--- src/rtl/alu_rf_ctrl.sv ---
// alu_rf_ctrl: fetch/decode/execute sequencer for an ALU + register file pair.
// Accepts one 16-bit instruction at a time and drives register addresses, the ALU
// opcode and the write enable. It also latches ALU flags into psr, handles the
// conditional branch (BZ) and HALT, and counts retired instructions.
// Every output is a flop.
module alu_rf_ctrl (
  input  logic        clk,
  input  logic        reset,
  input  logic        instr_valid,
  input  logic [15:0] instr,
  output logic        instr_ready,
  input  logic [15:0] flagreg,
  output logic [4:0]  ra1,
  output logic [4:0]  ra2,
  output logic [3:0]  inst,
  output logic        regwrite,
  output logic [15:0] pc,
  output logic [4:0]  psr,
  output logic [15:0] retired,
  output logic        halted
);

  localparam logic [3:0] OpCmp  = 4'b1100;
  localparam logic [3:0] OpBz   = 4'b1101;
  localparam logic [3:0] OpHalt = 4'b1111;

  typedef enum logic [1:0] {StFetch, StDecode, StExec, StHalt} state_e;

  state_e      state_q, state_d;
  logic [15:0] instr_q;
  logic        accept;
  logic [3:0]  op_q;
  logic [3:0]  op_in;
  logic        alu_q;
  logic [3:0]  inst_in;
  logic [15:0] disp_q;

  // Bits that carry no meaning for this controller.
  logic unused_bits;
  assign unused_bits = ^{flagreg[15:5], instr_q[11:10]};

  assign op_q   = instr_q[15:12];
  assign op_in  = instr[15:12];
  assign alu_q  = (op_q < OpCmp);
  assign disp_q = {{6{instr_q[9]}}, instr_q[9:0]};

  // ALU select for an incoming word: opcode for ALU ops, SUB-style compare for CMP, else 0.
  always_comb begin
    inst_in = 4'd0;
    if (op_in < OpCmp) begin
      inst_in = op_in;
    end else if (op_in == OpCmp) begin
      inst_in = 4'b0001;
    end
  end

  // State register.
  always_ff @(posedge clk) begin
    if (reset) begin
      state_q <= StFetch;
    end else begin
      state_q <= state_d;
    end
  end

  // Next-state logic; acceptance needs the registered ready so the post-reset cycle is idle.
  always_comb begin
    state_d = state_q;
    accept  = 1'b0;
    unique case (state_q)
      StFetch: begin
        if (instr_ready && instr_valid) begin
          accept  = 1'b1;
          state_d = StDecode;
        end
      end
      StDecode: state_d = StExec;
      StExec:   state_d = (op_q == OpHalt) ? StHalt : StFetch;
      StHalt:   state_d = StHalt;
      default:  state_d = StFetch;
    endcase
  end

  // Registered outputs and architectural state.
  always_ff @(posedge clk) begin
    if (reset) begin
      instr_q     <= 16'd0;
      instr_ready <= 1'b0;
      ra1         <= 5'd0;
      ra2         <= 5'd0;
      inst        <= 4'd0;
      regwrite    <= 1'b0;
      pc          <= 16'd0;
      psr         <= 5'd0;
      retired     <= 16'd0;
      halted      <= 1'b0;
    end else begin
      instr_ready <= (state_d == StFetch);
      halted      <= (state_d == StHalt);
      // Write enable is high exactly for the EXEC cycle of an ALU op.
      regwrite    <= (state_d == StExec) && alu_q;
      if (accept) begin
        instr_q <= instr;
        ra1     <= instr[9:5];
        ra2     <= instr[4:0];
        inst    <= inst_in;
        pc      <= pc + 16'd1;
      end
      if (state_q == StExec) begin
        retired <= retired + 16'd1;
        if (op_q <= OpCmp) begin
          psr <= flagreg[4:0];
        end
        // Branch is relative to the already-incremented pc.
        if ((op_q == OpBz) && psr[3]) begin
          pc <= pc + disp_q;
        end
      end
    end
  end

endmodule
--- config.mk ---
export PLATFORM = sky130hd
export DESIGN_NAME = alu_rf_ctrl
export DESIGN_NICKNAME = d
export VERILOG_FILES = /design/src/rtl/alu_rf_ctrl.sv
export SDC_FILE = /design/constraint.sdc
export NUM_CORES = 1
export LEC_CHECK = 0
export CAP_MARGIN = 20
export CORE_ASPECT_RATIO = 1.4
export CORE_MARGIN = 2
export CORE_UTILIZATION = 50
export CTS_BUF_LIST = sky130_fd_sc_hd__clkbuf_4 sky130_fd_sc_hd__clkbuf_8
export DETAILED_ROUTE_END_ITERATION = 10
export HOLD_SLACK_MARGIN = 0.03
export PLACE_DENSITY_LB_ADDON = 0.25
export SLEW_MARGIN = 20
export SYNTH_ARGS = -nofsm -noshare
export SYNTH_HDL_FRONTEND = slang
export SYNTH_SLANG_ARGS = --single-unit
--- constraint.sdc ---
create_clock -name clk -period 2.7 [get_ports clk]
set_input_delay 0.54 -clock clk [delete_from_list [all_inputs] [get_ports clk]]
set_output_delay 0.54 -clock clk [all_outputs]
set_load 0.1 [all_outputs]
==> results.md <==
- Post-synth EDFFs: 0
- CTS root buf: clkbuf_8
- Max-slew headroom: 0.5296
- Die Y: just over 100 um
- Starting density of the core: 0.5114
- DP HPWL: 5872 um
- Met1 usage: 0.2528
- Fraction of registers with async set or reset after synthesis: 0
- IO buf count: 75
- GR Layer Usage met2: 0.3999
- Yosys reg bits: 60
- TritonRoute pass-1 iters: 4
- ANT nets after route: 0
- CTS Buf Count: 9
- Gr ovfl total: 0
- Cells after synthesis: about 400
- Worst Hold Path Cells: 2
- Worst-Skew Late Latency: between 0.3 and 0.4 ns
- Sinks on Clock Net: 60
- Ys flop type: dfxtp_1
- Worst r2r dst: pc[14]
- Routability Congestion: 0.8589
- Io pins: 89
- Power Internal: 0.001488 W
- Combinational share of power: 0.133
- Clock Power Share: 0.416
- Final min period: ~2.4 ns
- Post-CTS setup repair buffer count: 0
- WHS: ~0.45 ns
- Hold bufs inserted after CTS: 0
- Core Footprint: between 6000 and 7000 um2
- Post-route design area: roughly 4200 um2
- Final net count: between 500 and 600
- Via count: 3,051
- Worst Path Arrival: between 2 and 3 ns
- CTS-repair resized insts: 0
- Wire length per cell: about 15 um
- # rows: 35
- Most frequent cells in the layout: buf_4 (62), dfxtp_1 (60), nand2_1 (55), nor2_1 (45), a21oi_1 (32)
- Worst hold endpoint: inst[1]
- Maxcap violations: 0
- Vias per cell: 5.619
- Remaining DRCs: 0
- Worst slew pin tran: 0.7056 ns
- Initial antenna violation count: 0
- Grt met3 use: 0.06400
- Final setup viols: 0
- Pleak: approximately 1.8 nW
- Vias in the first global route: around 3,000
- Min-delay src: inst[1]
- Avg Cell Area, Syn: between 8 and 9 um2
- R2r worst-path depth: 8
- Status: finished, final reports clean
- Area post-placement: between 3000 and 4000 um2
- H-tree depth: 3
- First-pass GRT wire length: between 10,000 and 15,000 um
- Post-synthesis cell type count: 55
- Critical Path Source: pc[0]
- Portion of total power attributed to sequential cells: 0.451
- Kind of critical path: flip-flop to flip-flop
- Worst reg-to-reg setup slack: roughly 0.28 ns
- Die width: between 70 and 80 um
- Net load switching power: 0.0005713 W
- Setup_tns: 0 ns
- Commonest non-fill, non-tap cell in the layout: buf_4
- Clk_skew: between 0.008 and 0.009 ns
- TritonCTS clock tree: done
- Final WL: ~7900 um
- Layout cells sized above 1: 0.1919
- RSZ-0062 raised after global routing: false
- Pwr dens: 492.4 nW/um2
- Critical Path RT: 2.96 ns
- Peak VDD IR: approximately 0.33 mV
- Max Slew Vio Count: 0
- Gr usage total: 0.2286
- Cell area after synthesis: about 3300 um2
- CP Max Fanout: 5
- Die ar.: approximately 7400 um2
- Hold Crit Class: flip-flop to flip-flop
- Diode count: 0
- Clock-pin slew on the worst setup and hold paths: 0.07 ns
- DRT iter0 DRCs: approximately 120
- Fmax: 0.4141 GHz
- Crit share post-route: 0.8945
- Gr busiest metal: met2
- Yosys warns: 0
- Switching share of power: 0.2775
- Post-synthesis sequential area ratio: 0.3600
- CTS max path bufs: 2
- Largest net degree at the start of global routing: 39
- Worst r2r src: pc[0]
- Synth Net Count: 450
- Category of the worst setup path capture point: flip-flop
- CP Launch Type: flip-flop
- Synth-to-Final Area Change: 25.31%
- Final Hold Viols: 0
synthesized netlist by cell type (all sizes together), types with 2 or more instances:
cell type	count	share of area
inv	6	0.0067
nor4	4	0.016
a31oi	2	0.0037
nand3b	3	0.0067
a311oi	2	0.0053
clkbuf	11	0.012
a211oi	12	0.027
nor3b	3	0.0082
mux2i	6	0.018
a21o	5	0.011
o211ai	2	0.0045
nor3	9	0.015
o21ai	9	0.013
and2	2	0.0037
and3	5	0.0094
nand3	15	0.022
dfxtp	60	0.36
a21oi	32	0.048
ha	17	0.064
o31ai	2	0.0045
nand4	9	0.021
and4	2	0.0053
xnor2	16	0.042
nand2	55	0.062
buf	16	0.031
xor2	21	0.055
nor2	46	0.052
nor4b	4	0.010
o21bai	2	0.0045
or3	3	0.0056
power by group through the flow:
| stage | Combinational (W) | Clock, W | Sequential (W) |
|---|---|---|---|
| detailed placement | 0.000276 | 0 | 0.000948 |
| global placement | 0.000272 | 0 | 0.000948 |
| floorplan | 0.000145 | 0 | 0.00100 |
| CTS | 0.000277 | 0.000881 | 0.000928 |
| finish | 0.000274 | 0.000857 | 0.000928 |
| global route | 0.000291 | 0.000913 | 0.000931 |
sequential cells by signal (all words and copies together) (netlist names):
register     cells
instr_ready      1
psr              5
ra2              4
ra1              4
inst             4
instr_q          6
pc              16
regwrite         1
state_q          2
halted           1
retired         16
routing by layer:
metal  wire length [um]  vias up
li1                   -     1533
met1               3255     1432
met2               4083       69
met3                392       17
met4                184        0
met5                  0        -
critical path: stages, from the launching register on:
cell	delay (ns)
dfxtp_1	0.39
ha_1	0.25
fa_1	0.40
a21o_1	0.21
a22o_1	0.24
o2111ai_1	0.34
o21ai_0	0.17
xnor2_1	0.15
o31ai_1	0.18
area by class of cell:
cell class / instances / area [um2]
fillers: 575 / 2344
multi-input cells: 304 / 1983
flip-flops and latches: 60 / 1201
repair buffers: 83 / 670.6
clock buffers: 13 / 166.4
well taps: 74 / 92.59
clock inverters: 3 / 45.04
inverters: 6 / 22.52
kinds of logic (layout without fill, tap and decap cells):
kind of cell               count (synthesis)  count (layout)  synth area share
muxes                                      6               6           0.01800
DFF                                       60              60            0.3600
and+or+nand+nor                          167             167            0.2621
xor gates and xnor gates                  37              37           0.09711
adders and majority gates                 18              18           0.06974
buffers and inverters                     33             105           0.05024
AOI/OAI and AO/OA                         76              76            0.1429
how the worst max path moves through the flow:
stage,to,slack (ns),depth (start not counted)
floorplan,pc[14],0.05,7
global placement,pc[15],0.16,7
detailed placement,pc[15],0.14,7
CTS,pc[14],0.29,8
global route,pc[14],0.15,8
finish,pc[14],0.28,8
through the flow:
step,util,power (W),setup slack (ns),std cells
6_report,0.6408,0.002059,0.2849,543
5_1_grt,0.6408,0.002135,0.1545,543
4_1_cts,0.6408,0.002086,0.2854,543
3_5_place_dp,0.6084,0.001224,0.1434,527
3_3_place_gp,0.6084,0.001220,0.1614,527
2_1_floorplan,-,0.001148,0.04631,397
Note: power is estimated with default switching activity, not from simulation.
==> patch: new RTL, config.mk and constraints unchanged <==
Make the reset (`reset`) asynchronous in 2 clocked blocks.
--- a/src/rtl/alu_rf_ctrl.sv
+++ b/src/rtl/alu_rf_ctrl.sv
@@ -57,3 +57,3 @@
   // State register.
-  always_ff @(posedge clk) begin
+  always_ff @(posedge clk or posedge reset) begin
     if (reset) begin
@@ -84,3 +84,3 @@
   // Registered outputs and architectural state.
-  always_ff @(posedge clk) begin
+  always_ff @(posedge clk or posedge reset) begin
     if (reset) begin
Check against the original RTL: differs if reset is asserted again (counterexample within 4 cycles, from zero or initial values and one cycle with reset high); with reset held inactive, the same outputs for 10 cycles.
==> patch against the original RTL <==
Fmax is 2.5% higher. Via count is 5.8% lower. Sequential share of layout area is 5.1 points higher. Design area is 6.2% higher. Routed wire length is 4.1% lower. Worst setup slack better by 0.059 ns. Sequential cell count stayed put. Synthesized area is 5.5% higher. Highest routed layer unchanged.
Power is left out: the tool's default activity adds up to more than one toggle a clock period on the data nets, which glitch-free logic cannot reach.
==> patch: results <==
route:
  post_drt_wl_per_cell_um: 13.9
  first_iter_violations: 132
  vias_per_cell: 5.27
global_routing:
  grtUsageMet2_pct: 34.4
  grt_overflow: 0
  grt_pass1_vias: 2757
  grt_max_degree: 29
  grt_pass1_wl_um: 12500
  grt_usage_pct: 21.2
  grt_use_met3_pct: 5.62
  use_met1_pct: 26.6
worst_hold_path:
  hold_class: "reg -> reg"
critical_path:
  endpoint: "pc[12]"
  worstPathArrival_ns: 2.59
  reg2reg_slack_ns: 0.34
  setup.worst_path.start: "pc[0]"
sta:
  finClkSkew_ns: 0.0143
  worstMarginPinSlew_ns: 0.620
place:
  placed_area_mm2: 0.00421
  place_hpwl_um: 5750
  gp_congestion: 0.892
finish:
  layout-drive-gt1-share_pct: 22.0
  fin_nets: 498
  biggestRegsByFlops: "pc: 16 flops, retired: 16 flops, instr_q: 6 flops"
status:
  status: "finished, final reports clean"
clock_tree:
  clk_pin_slew_worst_paths_ns: 0.08
  cts_buffers: 9
  clock_path_buffers: 2
  clock_latency_ns: 0.35
yosys:
  synth.net_count: 427
  yosysUniqueCellTypes: 50
  yosys_warnings: 0
  ys_seq_area_share_pct: 42.6
  netlist_top_cells_count: "nand2_1, dfrtp_1, nor2_1, xnor2_1, xor2_1"
  ys.flop_type: "dfrtp_1"
  synth-async-reset-ratio_pct: 100
  synthTopCellsByArea: "dfrtp_1, nand2_1, ha_1"
## patch: cell count changes after synthesis, moves of 9 or more
cell      delta
dfrtp_1     +60
dfxtp_1     -60
nand2_1     +27
nor2_1      -25
a21oi_1     -16
a211oi_1     -9
## patch: worst min path at each step
stage / depth (start not counted) / slack [ns] / endpoint / from
3_3_place_gp: 1 / 0.46 / retired[15] / retired[15]
3_5_place_dp: 1 / 0.47 / pc[15] / pc[15]
5_1_grt: 1 / 0.51 / pc[15] / pc[15]
4_1_cts: 1 / 0.48 / pc[15] / pc[15]
2_1_floorplan: 1 / 0.46 / regwrite / instr_q[14]
6_report: 1 / 0.48 / pc[15] / pc[15]
## patch: layer usage
metal,vias to the layer above,wire [um]
met5,-,0
li1,1429,-
met2,68,3880
met4,0,167
met1,1361,3230
met3,15,321
## patch: stage by stage
step	utilization, %	instances	worst slack, ns	hold slack [ns]
final	64.4	545	0.344	0.476
after global routing	64.4	545	0.133	0.506
after CTS	64.4	545	0.335	0.477
after detailed placement	61.0	529	0.364	0.466
after global placement	61.0	529	0.399	0.458
after floorplan	-	374	-0.00122	0.459
## patch: final cells by class
cell class	count	area, um2
Fill cell	575	2450
Multi-Input combinational cell	285	1860
Sequential cell	60	1500
Timing Repair Buffer	82	693
Clock buffer	13	166
Tap cell	95	119
Clock inverter	3	68.8
Inverter	7	26.3
## patch: kinds of logic (layout without fill, tap and decap cells)
| group | after synthesis | count (layout) | synth area share (%) |
|---|---|---|---|
| flip-flops | 60 | 60 | 42.6 |
| buffers and inverters | 29 | 105 | 4.62 |
| multiplexers | 10 | 10 | 3.09 |
| AO/OA/AOI/OAI | 64 | 64 | 12.0 |
| XOR/XNOR | 38 | 38 | 9.45 |
| adder cells (fa/ha/maj) | 18 | 18 | 6.61 |
| AND/OR/NAND/NOR | 155 | 155 | 21.6 |
## patch: critical path: stages (launching register included)
cell	delay, ns
dfrtp_2	0.44
ha_1	0.24
fa_1	0.43
a21o_1	0.20
a21oi_1	0.21
o21a_1	0.22
nor3_1	0.10
o21a_1	0.18
o31ai_1	0.24
